==> src/rtl/jpeg_marker_writer_if.sv <==
// Bundles the command, payload and JPEG output streams of the marker writer.
// No logic: signal grouping only, with a DUT-side and a driver-side view.
// Flow control is plain valid/ready on all three streams.
interface jpeg_marker_writer_if;
  logic        cmd_valid;
  logic        cmd_ready;
  logic [1:0]  cmd_type;
  logic [7:0]  cmd_code;
  logic [15:0] cmd_len;
  logic        pl_valid;
  logic        pl_ready;
  logic [7:0]  pl_data;
  logic        pl_last;
  logic        out_valid;
  logic        out_ready;
  logic [7:0]  out_data;
  logic        out_last;
  logic        busy;
  logic        err;

  // Writer side: consumes commands and payload, produces the byte stream.
  modport slave (
    input  cmd_valid, cmd_type, cmd_code, cmd_len,
    input  pl_valid, pl_data, pl_last,
    input  out_ready,
    output cmd_ready, pl_ready,
    output out_valid, out_data, out_last,
    output busy, err
  );

  // Driver side: issues commands and payload, sinks the byte stream.
  modport master (
    output cmd_valid, cmd_type, cmd_code, cmd_len,
    output pl_valid, pl_data, pl_last,
    output out_ready,
    input  cmd_ready, pl_ready,
    input  out_valid, out_data, out_last,
    input  busy, err
  );
endinterface

==> src/rtl/jpeg_marker_writer.sv <==
// JPEG marker/segment writer with 0xFF byte stuffing for entropy-coded data.
// Latency: payload byte to out_data is 1 cycle; marker bytes one per cycle.
// Backpressure: single output register; cmd/pl ready only when it can load.
module jpeg_marker_writer (
  input  logic               clk,
  input  logic               rst_n,
  jpeg_marker_writer_if.slave bus
);

  typedef enum logic [2:0] {
    IDLE, MK_FF, MK_CODE, LEN_HI, LEN_LO, PAYLOAD, ENT, STUFF
  } state_t;

  state_t      state, state_nxt;
  logic [7:0]  code_q;
  logic [15:0] len_q;
  logic [15:0] cnt_q;
  logic        seg_q;
  logic        eoi_q;
  logic        stuff_last_q;
  logic        live_q;
  logic        err_q;
  logic [7:0]  out_data_q;
  logic        out_valid_q;
  logic        out_last_q;

  logic        can_load;
  logic        cmd_fire;
  logic        pl_fire;
  logic        bad_seg;
  logic        ld;
  logic        ld_last;
  logic [7:0]  ld_data;
  logic        err_set;

  // The output register may take a new byte when empty or being drained.
  assign can_load      = !out_valid_q || bus.out_ready;
  // live_q keeps cmd_ready low while reset is asserted.
  assign bus.cmd_ready = live_q && (state == IDLE) && can_load;
  assign bus.pl_ready  = ((state == PAYLOAD) || (state == ENT)) && can_load;
  assign cmd_fire      = bus.cmd_valid && bus.cmd_ready;
  assign pl_fire       = bus.pl_valid && bus.pl_ready;

  // Length field would overflow, or the code collides with SOI/EOI/RSTn/fill.
  assign bad_seg = (bus.cmd_len > 16'd65533) ||
                   (bus.cmd_code == 8'h00) || (bus.cmd_code == 8'hFF) ||
                   (bus.cmd_code == 8'hD8) || (bus.cmd_code == 8'hD9) ||
                   (bus.cmd_code[7:3] == 5'b11010);

  assign bus.out_valid = out_valid_q;
  assign bus.out_data  = out_data_q;
  assign bus.out_last  = out_last_q;
  assign bus.busy      = (state != IDLE) || out_valid_q;
  assign bus.err       = err_q;

  // Next state, byte to load into the output register, protocol errors.
  always_comb begin
    state_nxt = state;
    ld        = 1'b0;
    ld_data   = 8'h00;
    ld_last   = 1'b0;
    err_set   = 1'b0;
    case (state)
      IDLE: begin
        if (cmd_fire) begin
          case (bus.cmd_type)
            2'd0:    state_nxt = MK_FF;
            2'd1:    state_nxt = MK_FF;
            2'd2: begin
              if (bad_seg) err_set   = 1'b1;
              else         state_nxt = MK_FF;
            end
            default: state_nxt = ENT;
          endcase
        end
      end
      MK_FF: begin
        if (can_load) begin
          ld        = 1'b1;
          ld_data   = 8'hFF;
          state_nxt = MK_CODE;
        end
      end
      MK_CODE: begin
        if (can_load) begin
          ld        = 1'b1;
          ld_data   = code_q;
          ld_last   = eoi_q;
          state_nxt = seg_q ? LEN_HI : IDLE;
        end
      end
      LEN_HI: begin
        if (can_load) begin
          ld        = 1'b1;
          ld_data   = len_q[15:8];
          state_nxt = LEN_LO;
        end
      end
      LEN_LO: begin
        if (can_load) begin
          ld        = 1'b1;
          ld_data   = len_q[7:0];
          state_nxt = (cnt_q == 16'd0) ? IDLE : PAYLOAD;
        end
      end
      PAYLOAD: begin
        if (pl_fire) begin
          ld      = 1'b1;
          ld_data = bus.pl_data;
          // The byte count alone ends the segment; pl_last is only checked.
          if (cnt_q == 16'd1) begin
            state_nxt = IDLE;
            err_set   = !bus.pl_last;
          end else begin
            err_set   = bus.pl_last;
          end
        end
      end
      ENT: begin
        if (pl_fire) begin
          ld      = 1'b1;
          ld_data = bus.pl_data;
          if (bus.pl_data == 8'hFF) state_nxt = STUFF;
          else if (bus.pl_last)     state_nxt = IDLE;
        end
      end
      STUFF: begin
        if (can_load) begin
          ld        = 1'b1;
          ld_data   = 8'h00;
          state_nxt = stuff_last_q ? IDLE : ENT;
        end
      end
      default: state_nxt = IDLE;
    endcase
  end

  // State register.
  always_ff @(posedge clk or negedge rst_n) begin
    if (!rst_n) state <= IDLE;
    else        state <= state_nxt;
  end

  // Command context captured at acceptance and the payload down-counter.
  always_ff @(posedge clk or negedge rst_n) begin
    if (!rst_n) begin
      code_q       <= 8'h00;
      len_q        <= 16'd0;
      cnt_q        <= 16'd0;
      seg_q        <= 1'b0;
      eoi_q        <= 1'b0;
      stuff_last_q <= 1'b0;
    end else begin
      if (cmd_fire) begin
        code_q <= (bus.cmd_type == 2'd0) ? 8'hD8 :
                  (bus.cmd_type == 2'd1) ? 8'hD9 : bus.cmd_code;
        eoi_q  <= (bus.cmd_type == 2'd1);
        seg_q  <= (bus.cmd_type == 2'd2);
        len_q  <= bus.cmd_len + 16'd2;
        cnt_q  <= (bus.cmd_type == 2'd2) ? bus.cmd_len : 16'd0;
      end
      if (pl_fire && (state == PAYLOAD)) cnt_q <= cnt_q - 16'd1;
      if (pl_fire && (state == ENT) && (bus.pl_data == 8'hFF))
        stuff_last_q <= bus.pl_last;
    end
  end

  // Output register: data and last hold steady while stalled.
  always_ff @(posedge clk or negedge rst_n) begin
    if (!rst_n) begin
      out_valid_q <= 1'b0;
      out_data_q  <= 8'h00;
      out_last_q  <= 1'b0;
    end else if (ld) begin
      out_valid_q <= 1'b1;
      out_data_q  <= ld_data;
      out_last_q  <= ld_last;
    end else if (bus.out_ready) begin
      out_valid_q <= 1'b0;
    end
  end

  // Sticky error flag and the post-reset enable for cmd_ready.
  always_ff @(posedge clk or negedge rst_n) begin
    if (!rst_n) begin
      err_q  <= 1'b0;
      live_q <= 1'b0;
    end else begin
      live_q <= 1'b1;
      if (err_set) err_q <= 1'b1;
    end
  end

endmodule

==> src/flat_wrapper.sv <==
// flat-port wrapper written by rule: the top's interface ports become plain ports
module jpeg_marker_writer_flat 
  (clk, rst_n, bus_cmd_valid, bus_cmd_type, bus_cmd_code, bus_cmd_len, bus_pl_valid, bus_pl_data, bus_pl_last, bus_out_ready, bus_cmd_ready, bus_pl_ready, bus_out_valid, bus_out_data, bus_out_last, bus_busy, bus_err);
  jpeg_marker_writer_if bus_i ();
  input  logic clk;
  input  logic rst_n;
  input wire logic [$bits(bus_i.cmd_valid)-1:0] bus_cmd_valid;
  input wire logic [$bits(bus_i.cmd_type)-1:0] bus_cmd_type;
  input wire logic [$bits(bus_i.cmd_code)-1:0] bus_cmd_code;
  input wire logic [$bits(bus_i.cmd_len)-1:0] bus_cmd_len;
  input wire logic [$bits(bus_i.pl_valid)-1:0] bus_pl_valid;
  input wire logic [$bits(bus_i.pl_data)-1:0] bus_pl_data;
  input wire logic [$bits(bus_i.pl_last)-1:0] bus_pl_last;
  input wire logic [$bits(bus_i.out_ready)-1:0] bus_out_ready;
  output wire logic [$bits(bus_i.cmd_ready)-1:0] bus_cmd_ready;
  output wire logic [$bits(bus_i.pl_ready)-1:0] bus_pl_ready;
  output wire logic [$bits(bus_i.out_valid)-1:0] bus_out_valid;
  output wire logic [$bits(bus_i.out_data)-1:0] bus_out_data;
  output wire logic [$bits(bus_i.out_last)-1:0] bus_out_last;
  output wire logic [$bits(bus_i.busy)-1:0] bus_busy;
  output wire logic [$bits(bus_i.err)-1:0] bus_err;
  assign bus_i.cmd_valid = bus_cmd_valid;
  assign bus_i.cmd_type = bus_cmd_type;
  assign bus_i.cmd_code = bus_cmd_code;
  assign bus_i.cmd_len = bus_cmd_len;
  assign bus_i.pl_valid = bus_pl_valid;
  assign bus_i.pl_data = bus_pl_data;
  assign bus_i.pl_last = bus_pl_last;
  assign bus_i.out_ready = bus_out_ready;
  assign bus_cmd_ready = bus_i.cmd_ready;
  assign bus_pl_ready = bus_i.pl_ready;
  assign bus_out_valid = bus_i.out_valid;
  assign bus_out_data = bus_i.out_data;
  assign bus_out_last = bus_i.out_last;
  assign bus_busy = bus_i.busy;
  assign bus_err = bus_i.err;
  jpeg_marker_writer u_core (.clk(clk), .rst_n(rst_n), .bus(bus_i));
endmodule
==> config.mk <==
export PLATFORM = sky130hd
export DESIGN_NAME = jpeg_marker_writer_flat
export DESIGN_NICKNAME = d
export VERILOG_FILES = /design/src/rtl/jpeg_marker_writer_if.sv /design/src/rtl/jpeg_marker_writer.sv /design/src/flat_wrapper.sv
export SDC_FILE = /design/constraint.sdc
export NUM_CORES = 1
export LEC_CHECK = 0
export ABC_CLOCK_PERIOD_IN_PS = 2200
export CORE_AREA = 2 2 93 95
export DETAILED_ROUTE_END_ITERATION = 10
export DIE_AREA = 0 0 95 97
export PLACE_DENSITY_LB_ADDON = 0.05
export SETUP_SLACK_MARGIN = 0.3
export SLEW_MARGIN = 0
export SYNTH_ARGS = -nofsm -noshare
export SYNTH_HDL_FRONTEND = slang
export SYNTH_SLANG_ARGS = --single-unit
==> constraint.sdc <==
create_clock -name clk -period 2.2 [get_ports clk]
set_input_delay 0.66 -clock clk [delete_from_list [all_inputs] [get_ports clk]]
set_output_delay 0.66 -clock clk [all_outputs]
set_load 0.02 [all_outputs]
## After elaboration in Yosys (flattened, before gate mapping)

Index checks and enable logic that the tools add are counted.

| storage, ports and cells | value |
|---|---|
| input port bits | 40 |
| word-level logic and storage cells | 111 |
| register bits | 58 |
| output and inout port bits | 14 |

| cells by class | value |
|---|---|
| order comparisons | 1 |
| add/subtract/negate cells | 2 |
| eq/ne operators | 26 |
| reduce and logical (&&, ||, !) cells | 29 |
| muxes and demuxes | 41 |

Operators by type and width:

| operator | count |
|---|---|
| two-way mux 8 bit | 7 |
| two-way mux 16 bit | 3 |
| two-way mux 3 bit | 14 |
| case mux 8 bit (5 select lines) | 1 |
| == test 8 bit (second input constant) | 4 |
| case mux 3 bit (8 select lines) | 1 |
| adder 16 x 2 -> 16 bit (second input constant) | 1 |
| == test 16 x 1 -> 1 bit (second input constant) | 1 |
| greater-than comparator 16 bit (second input constant) | 1 |
| logical NOT 16 bit | 1 |
| inequality test 2 x 1 -> 1 bit (second input constant) | 8 |
| subtractor 16 x 1 -> 16 bit (second input constant) | 1 |
| == test 3 bit (second input constant) | 4 |
| two-way mux 1 bit | 11 |
| AND reduction 11 bit | 1 |
| logical AND 1 bit | 8 |
| logical NOT 8 bit | 1 |
| logical OR 1 bit | 8 |
| == test 3 x 2 -> 1 bit (second input constant) | 2 |
| inequality test 3 bit (second input constant) | 2 |
| case mux 3 bit (2 select lines) | 1 |
| == test 5 bit (second input constant) | 1 |
| OR reduction 5 bit | 1 |
| case mux 1 bit (2 select lines) | 2 |
| 11 further kinds | 14 |

## Logic depth before layout (Yosys ltp)

Gate-level depths: netlist of run 1.

| depth | value |
|---|---|
| depth after elaboration | 10 |
| gate-level depth with buffers | 8 |
| gate-level depth less buffers | 8 |

## Worst setup path after synthesis of run 1

OpenSTA, ideal clock, no wires.

| timing | value |
|---|---|
| kind | input port to flip-flop |
| start | input port bus_out_ready |
| end | register u_core.state[0] |
| required time | 2.075 ns |
| cell stages on the path | 7 |
| library setup time | 0.125 ns |
| path buffers | 1 |
| arrival | 2.423 ns |
| slack | -0.348 ns |
| path through | nor2b_1 > nor3_1 > and2_1 > buf_2 > a41oi_1 > a311o_1 > mux2_4 |

| between the ends | value |
|---|---|
| cells in the longest elaborated chain, start to end | 5 |
| elaborated cells between the ends (all ways) | 14 |
| classes of those cells | eq/ne (8); reduce/logical (6) |

RTL lines:

| what | line | RTL |
|---|---|---|
| from (decl) | flat_wrapper.sv:14 | `input wire logic [$bits(bus_i.out_ready)-1:0] bus_out_ready;` |
| logical OR 1 bit (*) | jpeg_marker_writer.sv:37 | `assign can_load = !out_valid_q \|\| bus.out_ready;` |
| logical AND 1 bit (*) | jpeg_marker_writer.sv:40 | `assign bus.pl_ready = ((state == PAYLOAD) \|\| (state == ENT)) && can_load;` |
| named net bus_pl_ready | flat_wrapper.sv:16 | `output wire logic [$bits(bus_i.pl_ready)-1:0] bus_pl_ready;` |
| logical AND 1 bit (*) | jpeg_marker_writer.sv:42 | `assign pl_fire = bus.pl_valid && bus.pl_ready;` |
| inequality test 2 x 1 -> 1 bit (no line) | n/a |  |
| AND reduction 11 bit (no line) (*) | n/a |  |
| to (signal assigned) | jpeg_marker_writer.sv:141 | `else state <= state_nxt;` |
| to (decl) | jpeg_marker_writer.sv:14 | `state_t state, state_nxt;` |

The timed path passes the listed nets; every way through them passes the cells marked *.
A chain may end at the register's enable or synchronous reset.

## Worst setup path in the final report of run 1

| timing | value |
|---|---|
| start | register u_core.cnt_q[11] |
| end | register u_core.state[0] |

| between the ends | value |
|---|---|
| cells in the longest elaborated chain, start to end | 4 |
| elaborated cells between the ends (all ways) | 7 |
| classes of those cells | eq/ne (2); mux (3); reduce/logical (2) |

RTL lines:

| what | line | RTL |
|---|---|---|
| from (decl) | jpeg_marker_writer.sv:17 | `logic [15:0] cnt_q;` |
| from (signal assigned) | jpeg_marker_writer.sv:160 | `cnt_q <= (bus.cmd_type == 2'd2) ? bus.cmd_len : 16'd0;` |
| from (signal assigned) | jpeg_marker_writer.sv:162 | `if (pl_fire && (state == PAYLOAD)) cnt_q <= cnt_q - 16'd1;` |
| logical NOT 16 bit | jpeg_marker_writer.sv:103 | `state_nxt = (cnt_q == 16'd0) ? IDLE : PAYLOAD;` |
| two-way mux 3 bit | jpeg_marker_writer.sv:103 |  |
| two-way mux 3 bit | jpeg_marker_writer.sv:100 | `if (can_load) begin` |
| case mux 3 bit (8 select lines) | jpeg_marker_writer.sv:63 | `case (state)` |

Parallel ways exist; a longest one is shown, timed or not. The select of a mux whose other input is x is not followed.

==> impl_metrics.tcl, run 1 <==
set metrics [dict create \
    whs_ps 305.0 \
    clkSinkCount 58 \
    grt_max_degree 59 \
    maxCapViolations 0 \
    dp_slack_ps -487.7 \
    endpoint_kind "register" \
    hold_viol 0 \
    fin_util_pct 60.39 \
    slew_violations 0 \
    cts.hold.buffers_added 0 \
    slew_headroom_pct 64.01 \
    period_share_pct 99.98 \
    vias_per_cell 5.268 \
    leakage_nw 2.256 \
    initial_utilization_pct 39.41 \
    rows 33 \
    reg2regPathDepth 5 \
    drcViolationCount 0 \
    synthesis.nets 419 \
    wl_per_cell_microns 16.06 \
    die_y_microns 97 \
    num_io_pins 54 \
    drive_gt1_share_pct 27.99 \
    die_x_microns 95 \
    synth_seq_area_share_pct 45.28 \
    grtUsageTotal_pct 22.92 \
    die_area_sq_um 9215 \
    ys_async_sr_fraction_pct 100.0 \
    fmax_mhz 454.6 \
    vias 3282 \
    ant_nets 0 \
    regToRegEndpoint "u_core.state[0]$_DFFE_PN0P_" \
    required_ps 2430 \
    dp_hpwl_microns 7367 \
    drt_iter0_drc 182 \
    insertion_delay_ps 340 \
    ys_seq_elements 58 \
    first_pass_iters 4 \
    port_buffers 53 \
    criticalPathCategory "register to register" \
    ys_warn_count 0 \
    gp_congestion 0.8509 \
    core_sq_um 8134 \
    syn_inst 375 \
    synthSimpleGateAreaFrac_pct 23.38 \
    syn_area_per_cell_sq_um 8.548 \
    setup_viol_count_final 0 \
    grt-ovfl-total 0 \
    powerDensity_nw_per_um2 1163 \
    cp-start-kind "register" \
    final.min_clock_period_ps 2200 \
    rr_startpoint "u_core.cnt_q[11]$_DFFE_PN0P_" \
    tightest_slew_ps 535.7 \
    clk_path_buf_depth 2 \
    finClkSkew_ps 7.521 \
    synthMuxAreaShare_pct 1.132 \
    rsz0062_at_grt "true" \
    cp_max_fo 4 \
    area_growth_pct 53.24 \
    antenna_found_initial 0 \
    timing.final.ws_setup_ps 0.3466 \
    vdd_drop_max_mv 0.4664 \
    synth_edf_count 0 \
    drt-total-wl_microns 10010 \
    clkTransAtPathRegs_ps 70 \
    syn_area_sq_um 3206 \
    final_nets 557 \
    cts_buffers 9 \
    synth-compound-area-share_pct 20.92 \
    synth-xor-area-share_pct 4.098 \
    rrSetupSlack_ps 0.3 \
    total_power_mw 5.711 \
    grt_pass1_wl_microns 16370 \
    cts_root_buffer "clkbuf_8" \
    synth_top_family_by_area "simple AND/OR/NAND/NOR gates" \
    num_antenna_cells 0 \
    grt_pass1_vias 3331 \
    min-delay-path-class "input pin to asynchronous set/reset pin" \
    ys_types 48 \
    ctsHtreeMaxLevel 3 \
    synth-adder-area-share_pct 1.561 \
    synth_flop_cell "dfrtp_1" \
    status "finished, final reports clean" \
    tritoncts "built" \
    crit_arrival_ps 2430 \
]
## state kept, by name, indices dropped and copies added (netlist names)
| name | cells |
|---|---|
| u_core.seg_q | 1 |
| u_core.bus.out_valid | 1 |
| u_core.stuff_last_q | 1 |
| u_core.bus.out_data | 8 |
| u_core.cnt_q | 16 |
| u_core.bus.err | 1 |
| u_core.state | 3 |
| u_core.live_q | 1 |
| u_core.eoi_q | 1 |
| u_core.code_q | 8 |
| u_core.bus.out_last | 1 |
| u_core.len_q | 16 |
## metal layers
metal	up-vias	global-route usage, %	wire length (microns)
li1	1635	-	-
met1	1532	30.33	4460
met2	95	37.21	4856
met3	20	3.816	478
met4	0	8.919	210
met5	-	0	0
## cells in the mapped netlist, types with 3 or more instances
| library cell | count | area, sq um |
|---|---|---|
| nand2b_1 | 4 | 25.02 |
| nand3_1 | 17 | 85.08 |
| buf_2 | 3 | 15.01 |
| xor2_1 | 7 | 61.31 |
| ha_1 | 4 | 50.05 |
| xnor2_1 | 8 | 70.07 |
| clkbuf_1 | 16 | 60.06 |
| a21oi_1 | 32 | 160.2 |
| nand4_1 | 7 | 43.79 |
| nor3_1 | 21 | 105.1 |
| nor2b_1 | 4 | 25.02 |
| nor2_1 | 32 | 120.1 |
| a22oi_1 | 10 | 75.07 |
| o21ai_0 | 32 | 160.2 |
| a31oi_1 | 6 | 37.54 |
| and2_1 | 3 | 18.77 |
| o311ai_0 | 3 | 26.28 |
| a311oi_1 | 3 | 26.28 |
| nand2_1 | 51 | 191.4 |
| dfrtp_1 | 58 | 1451 |
| inv_1 | 8 | 30.03 |
| a211oi_1 | 6 | 45.04 |
| o211ai_1 | 7 | 52.55 |
| nor4_1 | 4 | 25.02 |
## what timing repair did
action                     4_1_cts  5_1_grt
buffers inserted                 8        4
pin swaps                        9       12
setup endpoints to repair       46       35
resized for setup               57       17
## worst max-delay path by stage
stage | startpoint | end | slack, ps | depth (start not counted)
after floorplan | u_core.cnt_q[8]$_DFFE_PN0P_ | u_core.state[0]$_DFFE_PN0P_ | 40 | 6
after global placement | bus_out_ready | bus_cmd_ready | -490 | 4
after detailed placement | bus_out_ready | bus_cmd_ready | -490 | 4
after CTS | u_core.cnt_q[11]$_DFFE_PN0P_ | u_core.state[0]$_DFFE_PN0P_ | 5 | 5
after global routing | u_core.cnt_q[11]$_DFFE_PN0P_ | u_core.state[0]$_DFFE_PN0P_ | -40 | 5
final | u_core.cnt_q[11]$_DFFE_PN0P_ | u_core.state[0]$_DFFE_PN0P_ | 0.3 | 5
## stage by stage
step,setup TNS (ps),cells,instance area (sq um)
CTS,0,619,4841
floorplan,0,375,3274
global placement,-6896,595,4491
finish,0,623,4912
detailed placement,-7177,595,4491
global route,-42.77,623,4912
## cells by family after synthesis
group | count (synthesis)
mux | 3
compound gates | 109
other cells | 1
simple gates | 157
flops | 58
xor+xnor | 15
buf+inv | 28
fa+ha+maj | 4
## final cells by class
class                           instances  area [sq um]
Tap cell                              105         131.4
Fill cell                             753          3222
Sequential cell                        58          1453
Timing Repair Buffer                  147          1303
Inverter                                8         30.03
Clock buffer                           11         141.4
Clock inverter                          5         77.57
Multi-Input combinational cell        289          1777
## cell usage in the layout, fill, tap and decap left out, types with 3 or more instances in the layout
master,n
a211oi_1,5
a21oi_1,32
a22oi_1,10
a311oi_1,3
a31oi_1,6
buf_12,4
buf_4,84
buf_6,9
clkbuf_8,10
clkdlybuf4s50_1,27
dfrtp_1,57
dlygate4sd2_1,16
dlymetal6s2s_1,6
ha_1,3
inv_1,8
nand2_1,48
nand2_2,3
nand3_1,17
nand4_1,7
nor2_1,31
nor3_1,16
nor3_2,3
nor4_1,3
o211ai_1,7
o21ai_0,27
o21ai_1,5
xnor2_1,7
xor2_1,7
## where the power goes
part | total, mW | switching (mW) | internal [mW]
combinational | 2.70 | 1.41 | 1.29
sequential | 1.89 | 0.344 | 1.55
clock | 1.12 | 0.456 | 0.665
total | 5.71 | 2.21 | 3.50
## critical path: stages (launching register included)
cell	delay, ps
dfrtp_1	390
or4_4	540
and4bb_4	370
a41oi_2	120
a311o_1	350
mux2_4	320
Note: power is estimated with default switching activity, not from simulation.
==> run 2: changes to the inputs <==
- ABC_CLOCK_PERIOD_IN_PS: 2200 -> 2100
- clock period: 2.2 -> 2.1 ns (I/O delays scaled with it)
==> impl_metrics.tcl, run 2 (synthesis results as in run 1) <==
set metrics [dict create \
    leakage_nw 2.404 \
    hold_viol 0 \
    p_clk_share_pct 13.9 \
    grt_pass1_vias 3428 \
    die_area_sq_um 9215 \
    top_regs "u_core.cnt_q: 16 flops, u_core.len_q: 16 flops" \
    first_pass_iters 4 \
    crit_arrival_ps 2430 \
    clkSinkCount 58 \
    clkTransAtPathRegs_ps 70 \
    final.min_clock_period_ps 2202 \
    postPlaceCellArea_sq_um 4534 \
    cpMaxStageDelayCell "or4_4" \
    comb_power_share_pct 54.0 \
    dp_hpwl_microns 7534 \
    crit_path_max_incr_delay_ps 560 \
    p_seq_share_pct 32.1 \
    num_antenna_cells 0 \
    cts_buffers 9 \
    die_y_microns 97 \
    crit_chain "or4_4 -> and4bb_2 -> a41oi_2 -> a311o_1 -> mux2_4" \
    cp-start-kind "register" \
    fmax_mhz 454.1 \
    ant_nets 0 \
    antenna_found_initial 0 \
    clk_path_buf_depth 2 \
    wl_per_cell_microns 16.53 \
    cts_root_buffer "clkbuf_8" \
    insertion_delay_ps 340 \
    finClkSkew_ps 8.530 \
    place_inst 601 \
    core_sq_um 8134 \
    fin_cells 647 \
    min-delay-path-class "input pin to asynchronous set/reset pin" \
    slew_violations 0 \
    endpoint_kind "register" \
    vdd_drop_max_mv 0.6819 \
    gp_congestion 0.8793 \
    rsz0062_at_grt "true" \
    period_share_pct 104.9 \
    cp_max_fo 3 \
    grt_max_degree 43 \
    setup_viol_count_final 3 \
    tritoncts "built" \
    multi_input_area_sq_um 1902 \
    final_cell_mix "93 x buf_4, 57 x dfrtp_1, 48 x nand2_1, 31 x a21oi_1, 30 x nor2_1" \
    final_cell_area_sq_um 5230 \
    whs_ps 219.1 \
    die_x_microns 95 \
    seq_area_sq_um 1453 \
    initial_utilization_pct 39.41 \
    nFillCells 695 \
    rows 33 \
    required_ps 2330 \
    grtUsageTotal_pct 23.61 \
    num_io_pins 54 \
    vias 3450 \
    final_nets 582 \
    grt_pass1_wl_microns 16790 \
    total_power_mw 6.282 \
    drt_iter0_drc 148 \
    vias_per_cell 5.332 \
    area_growth_pct 63.15 \
    violations "setup timing" \
    final_common_cell "buf_4" \
    grt-ovfl-total 0 \
    ctsHtreeMaxLevel 3 \
    port_buffers 53 \
    maxCapViolations 0 \
    drcViolationCount 0 \
    dp_slack_ps -522.7 \
    drt-total-wl_microns 10700 \
    status "finished with violations" \
    criticalPathCategory "register to register" \
    p_int_mw 3.746 \
    timing.final.ws_setup_ps -102.1 \
    swShare_pct 40.37 \
    p_sw_mw 2.536 \
    powerDensity_nw_per_um2 1201 \
    drive_gt1_share_pct 34.50 \
]
[run 2: cell count changes in the layout (fill, tap and decap cells not counted), moves of 6 or more]
cell | previous run | this run
buf_6 | 9 | 23
dlygate4sd2_1 | 16 | 22
o21ai_1 | 5 | 12
o21ai_0 | 27 | 19
buf_4 | 84 | 93
[run 2: power by group through the flow]
stage	clock network [mW]	registers, mW	logic [mW]
2_1_floorplan	0	2.01	1.49
3_3_place_gp	0	1.97	2.73
3_5_place_dp	0	1.98	2.77
4_1_cts	0.887	1.97	2.93
5_1_grt	0.936	2.08	3.72
6_report	0.871	2.02	3.39
[run 2: repair_timing]
| action | in CTS | in global routing |
|---|---|---|
| hold buffers | 0 | 0 |
| resized for setup | 76 | 53 |
| endpoints found under the setup margin | 57 | 52 |
| buffers inserted | 15 | 14 |
| gates cloned | 0 | 2 |
| pin swaps | 21 | 23 |
[run 2: final timing paths]
| check | depth (start not counted) | to | slack, ps | start |
|---|---|---|---|---|
| worst max-delay path | 5 | u_core.state[0]$_DFFE_PN0P_ | -100 | u_core.cnt_q[11]$_DFFE_PN0P_ |
| worst min-delay path | 1 | u_core.bus.out_valid$_DFFE_PN0P_ | 220 | rst_n |
| worst max register to register | 5 | u_core.state[0]$_DFFE_PN0P_ | -100 | u_core.cnt_q[11]$_DFFE_PN0P_ |
| worst min register to register | 2 | u_core.code_q[1]$_DFFE_PN0P_ | 470 | u_core.code_q[1]$_DFFE_PN0P_ |
| max in group asynchronous | 2 | u_core.len_q[9]$_DFFE_PN0P_ | 1300 | rst_n |
| min in group clk | 2 | u_core.code_q[1]$_DFFE_PN0P_ | 470 | u_core.code_q[1]$_DFFE_PN0P_ |
[run 2: critical path, delay by kind of cell (launching register included)]
family	cells	cell delay (ps)
DFF	1	400
AOI/OAI and AO/OA	2	460
and+or+nand+nor	2	930
muxes	1	300
[run 2: cell type report]
class / count / area share (%)
Multi-Input combinational cell: 289 / 36.36
Timing Repair Buffer: 172 / 29.74
Sequential cell: 58 / 27.78
Tap cell: 105 / 2.512
Clock buffer: 9 / 2.368
Clock inverter: 6 / 0.6699
Inverter: 8 / 0.5742
[run 2: layer usage]
layer	wire (microns)	GRT usage (%)	up-vias	share of wire [%]
met5	0	0	-	0
met1	4700	32.12	1649	44
li1	-	-	1689	-
met2	5241	37.37	93	49
met4	286	10.26	0	2.7
met3	466	3.115	19	4.4
[run 2: per-stage QoR]
stage	setup TNS (ps)	util, %
5_1_grt	-325.4	64.30
3_3_place_gp	-9424	55.75
6_report	-180.0	64.30
4_1_cts	-103.6	60.11
3_5_place_dp	-9885	55.75
2_1_floorplan	-57.08	-
==> patch 1, RTL diff (settings of run 1) <==
Encoding of `state_t`: now one-hot (8 bits for 8 states).
--- a/src/rtl/jpeg_marker_writer.sv
+++ b/src/rtl/jpeg_marker_writer.sv
@@ -8,6 +8,6 @@
 );
 
-  typedef enum logic [2:0] {
-    IDLE, MK_FF, MK_CODE, LEN_HI, LEN_LO, PAYLOAD, ENT, STUFF
+  typedef enum logic [7:0] {
+    IDLE = 8'b00000001, MK_FF = 8'b00000010, MK_CODE = 8'b00000100, LEN_HI = 8'b00001000, LEN_LO = 8'b00010000, PAYLOAD = 8'b00100000, ENT = 8'b01000000, STUFF = 8'b10000000
   } state_t;
 
Function: no difference found for any inputs over 10 cycles, from zero or initial values and one cycle with rst_n low; not proved beyond that.
==> patch 1 against run 1 <==
  * The flow now finishes with violations (setup timing)
  * Area after synthesis is 11% higher
  * Combinational power grew 61%
  * Final area is 33% higher
  * Synthesized cell count grew 2.7%
  * Routed wire length rose by 49%
  * Sequential cell count rose by 5
  * Total power up 36%
  * Non-clock buffer count increased by 48
  * Fmax decreased by 5.2%
  * Sequential share of layout area decreased by 5.5 points
  * First-iteration DRC count is 34% higher
  * Setup slack worse by 120 ps
==> patch 1: results <==
set metrics [dict create \
    yosys-top-cells-area "dfrtp_1 (44%), nand2_1 (7.3%), xor2_1 (3.0%)" \
    drive_gt1_share_pct 53.2 \
    dpl.hpwl_um 8410 \
    failed_checks "setup timing" \
    fin_worst_skew_ps 10.8 \
    combPwrFrac_pct 56.1 \
    dr_wl_met3_um 916 \
    via_per_inst 6.04 \
    globalplace.congestion 0.849 \
    synth-compound-area-share_pct 18.3 \
    synth_fa_ha_area_share_pct 1.05 \
    grt_pass1_vias 4180 \
    first_pass_iters 5 \
    syn_nets 428 \
    tns_ps -1500 \
    synthMuxAreaShare_pct 1.55 \
    cts.repair.resized 201 \
    met2_length_um 7490 \
    seq_cell_count 63 \
    finalSetupViolCount 24 \
    nNonClkInverters 7 \
    fillers 480 \
    outcome "complete, but fails checks" \
    synthXorXnorAreaFrac_pct 3.94 \
    path_max_fanout 2 \
    use_met1_pct 37.7 \
    grt_use_total_pct 30.6 \
    grt_pass1_wl_um 21600 \
    synth_cell_types 65 \
    ys_top_cells_by_count "nand2_1 (69), dfrtp_1 (62), nand3_1 (20), nor2_1 (20), a21oi_1 (14)" \
    ys_warn_count 0 \
    switchingPower_mw 3.15 \
    pg_clk_mw 1.19 \
    slowest_stage "dfrtp_2" \
    finalNetCount 615 \
    clkbuf_count 10 \
    routed_wl_um 14900 \
    cts_setup_buffers 28 \
    non_clock_buffer_count 195 \
    multi_input_area_sq_mm 0.00268 \
    crit_arrival_ps 1660 \
    drt_iter0_markers 243 \
    worst_slack_ps -121 \
    grt_max_degree 39 \
]
[patch 1: cell count changes after synthesis, sizes merged, moves of 6 or more]
cell    before  now
a21oi       32   14
a221o        1   10
a221oi       0    6
a22oi       10    2
and3         2    9
nand2       51   69
nor2        32   22
nor3        21    9
o21ai       32   20
[patch 1: cell families (layout without fill, tap and decap cells)]
| family | count (synthesis) | count (layout) |
|---|---|---|
| other | 1 | 1 |
| AOI/OAI and AO/OA | 92 | 93 |
| and+or+nand+nor | 177 | 178 |
| buffers and inverters | 28 | 218 |
| xor gates and xnor gates | 16 | 16 |
| DFF | 63 | 63 |
| adders and majority gates | 3 | 3 |
| muxes | 5 | 5 |
[patch 1: through the flow]
stage               hold WS, ps  cells  worst slack, ps  total power [mW]  cell area, sq um
finish                      181    682             -121              7.75              6550
floorplan                   364    385             -111              3.67              3740
CTS                         184    667            -88.6              6.94              6120
global route                198    682             -204              8.11              6550
global placement            456    616             -667              4.71              4950
detailed placement          467    616             -694              4.77              4950
[patch 1: critical path, delay by kind of cell, from the launching register on]
kind | cells | cell delay (ps)
simple gates | 3 | 610
flops | 1 | 420
buf+inv | 2 | 280
[patch 1: path summary, 6_finish.rpt]
path                                              from                                 end  slack (ps)  cells after the start
max                        u_core.state[5]$_DFFE_PN0P_                            bus_busy        -120                      5
min                                              rst_n  u_core.bus.out_data[3]$_DFFE_PN0P_         180                      1
max reg2reg                u_core.state[5]$_DFFE_PN0P_         u_core.cnt_q[8]$_DFFE_PN0P_        -120                     12
max in group asynchronous                        rst_n         u_core.state[0]$_DFFE_PN1P_        1420                      2
min in group clk              u_core.eoi_q$_DFFE_PN0P_            u_core.eoi_q$_DFFE_PN0P_         500                      2
min reg2reg                   u_core.eoi_q$_DFFE_PN0P_            u_core.eoi_q$_DFFE_PN0P_         500                      2
==> patch 2, RTL diff (settings of run 1) <==
Made on the original files. Reset style: synchronous (`rst_n`), changed in 4 clocked blocks.
--- a/src/rtl/jpeg_marker_writer.sv
+++ b/src/rtl/jpeg_marker_writer.sv
@@ -137,5 +137,5 @@
 
   // State register.
-  always_ff @(posedge clk or negedge rst_n) begin
+  always_ff @(posedge clk) begin
     if (!rst_n) state <= IDLE;
     else        state <= state_nxt;
@@ -143,5 +143,5 @@
 
   // Command context captured at acceptance and the payload down-counter.
-  always_ff @(posedge clk or negedge rst_n) begin
+  always_ff @(posedge clk) begin
     if (!rst_n) begin
       code_q       <= 8'h00;
@@ -167,5 +167,5 @@
 
   // Output register: data and last hold steady while stalled.
-  always_ff @(posedge clk or negedge rst_n) begin
+  always_ff @(posedge clk) begin
     if (!rst_n) begin
       out_valid_q <= 1'b0;
@@ -182,5 +182,5 @@
 
   // Sticky error flag and the post-reset enable for cmd_ready.
-  always_ff @(posedge clk or negedge rst_n) begin
+  always_ff @(posedge clk) begin
     if (!rst_n) begin
       err_q  <= 1'b0;
Behaviour: differs if rst_n is asserted again (counterexample within 4 cycles, from zero or initial values and one cycle with rst_n low); with rst_n held inactive, the same outputs for 10 cycles.
==> patch 2 against run 1 <==
  * Area after synthesis rose by 1.5%
  * Global-route usage barely moved
  * Register-to-register slack improved by 340 ps
  * Routed wire length rose by 1.5%
  * Sequential power fell by 25%
  * Final area rose by 0.23%
  * Combinational power fell by 19%
  * Core utilization rose by 0.14 points
  * Setup slack improved by 180 ps
  * Total power fell by 15%
  * Sequential cell count did not move
==> patch 2: results <==
set metrics [dict create \
    outcome "complete, no violations" \
    grt_pass1_vias 3399 \
    yosys-top-cells-area "dfxtp_1 (36%), nor2_1 (6.3%), a21oi_1 (5.1%)" \
    dpl.hpwl_um 7520 \
    async_flop_share_pct 0 \
    synth_cell_types 63 \
    critPathTopFamily "buffers and inverters" \
    drv_cap 0 \
    tns_ps 0 \
    cts_tree "yes" \
    max_stage_delay_ps 260 \
    worst_slack_ps 184 \
    crit_arrival_ps 1360 \
    ys_top_cells_by_count "dfxtp_1 (58), nor2_1 (55), nand2_1 (39), a21oi_1 (33), nand3_1 (16)" \
    via_per_inst 5.43 \
    dp_cells 616 \
    reg_top3 "u_core.cnt_q: 16 flops, u_core.len_q: 16 flops" \
    finalNetCount 577 \
    grt_use_total_pct 23.0 \
    wl_per_cell_um 15.8 \
    fin_worst_skew_ps 10.4 \
    portBuffers 53 \
    grt_max_degree 28 \
    slowest_stage "dlygate4sd2_1" \
    yosysSeqAreaShare_pct 35.7 \
    rrSetupSlack_ps 340 \
    slew_headroom_pct 74.7 \
    cts_root_buffer "clkbuf_8" \
    placed_area_sq_mm 0.00441 \
    hold_slack_ps 458 \
    power_leakage_nw 2.01 \
    drt_iter0_markers 159 \
    syn_nets 448 \
    path_clk_slew_ps 70 \
    dp_slack_ps -465 \
    ir_drop_uv 459 \
    grt_pass1_wl_um 16600 \
    powerDensity_mw_per_mm2 988 \
    instances_no_fill 643 \
    path_max_fanout 2 \
    globalplace.congestion 0.864 \
    drive_gt1_share_pct 29.2 \
    avgSynthCellArea_sq_um 8.06 \
    hp-class "reg -> reg" \
    first_pass_iters 4 \
]
-- patch 2: changes by cell type in the layout (fill, tap and decap cells not counted), moves of 12 or more --
cell / delta
nand2_1: -12
dfrtp_1: -57
o21ai_0: -20
nor2_1: +20
clkdlybuf4s50_1: -18
dfxtp_1: +56
-- patch 2: power by group --
part           total, mW  leakage (nW)  switching [mW]  internal, mW
Clock               1.25         0.129           0.444         0.811
Sequential          1.42         0.475           0.156          1.26
Combinational       2.20          1.41            1.14          1.06
-- patch 2: path summary, 6_finish.rpt --
path | startpoint | endpoint | cells past startpoint
worst max-delay path | bus_out_ready | bus_cmd_ready | 4
worst max register to register | u_core.state[1]$_SDFFE_PN0P_ | u_core.cnt_q[8]$_SDFFE_PN0P_ | 8
worst min register to register | u_core.code_q[1]$_SDFFE_PN0P_ | u_core.code_q[1]$_SDFFE_PN0P_ | 2
worst min-delay path | u_core.code_q[1]$_SDFFE_PN0P_ | u_core.code_q[1]$_SDFFE_PN0P_ | 2
-- patch 2: worst min-delay path, cell delays in order (launching register included) --
cell and delay [ps]:
dfxtp_1 310, nand2_1 50, a21oi_1 50
-- patch 2: cells by family (layout without fill, tap and decap cells) --
| kind of cell | count (synthesis) | in the layout | synth area share [%] |
|---|---|---|---|
| flops | 58 | 58 | 35.7 |
| xor+xnor | 14 | 14 | 3.77 |
| mux | 4 | 4 | 1.23 |
| compound gates | 109 | 109 | 22.8 |
| simple gates | 180 | 180 | 29.6 |
| buf+inv | 35 | 169 | 5.34 |
| fa+ha+maj | 4 | 4 | 1.54 |
-- patch 2: metal layers --
layer / track usage, % / routed length (um) / up-vias
met5: 0 / 0 / -
met1: 31.3 / 4610 / 1647
met3: 4.36 / 463 / 13
li1: - / - / 1740
met2: 36.2 / 4920 / 90
met4: 7.69 / 163 / 0
-- patch 2: timing repair --
| item | in CTS | in global routing |
|---|---|---|
| buffers inserted | 5 | 5 |
| setup endpoints to repair | 71 | 41 |
| pin swaps | 16 | 19 |
| gates cloned | 0 | 1 |
| resized for setup | 69 | 50 |
-- patch 2: final cells by class --
cell class	instances	area [sq um]
Fill cell	747	3210
Multi-Input combinational cell	311	2090
Timing Repair Buffer	141	1240
Sequential cell	58	1160
Clock buffer	11	151
Tap cell	105	131
Clock inverter	5	100
Inverter	12	45.0
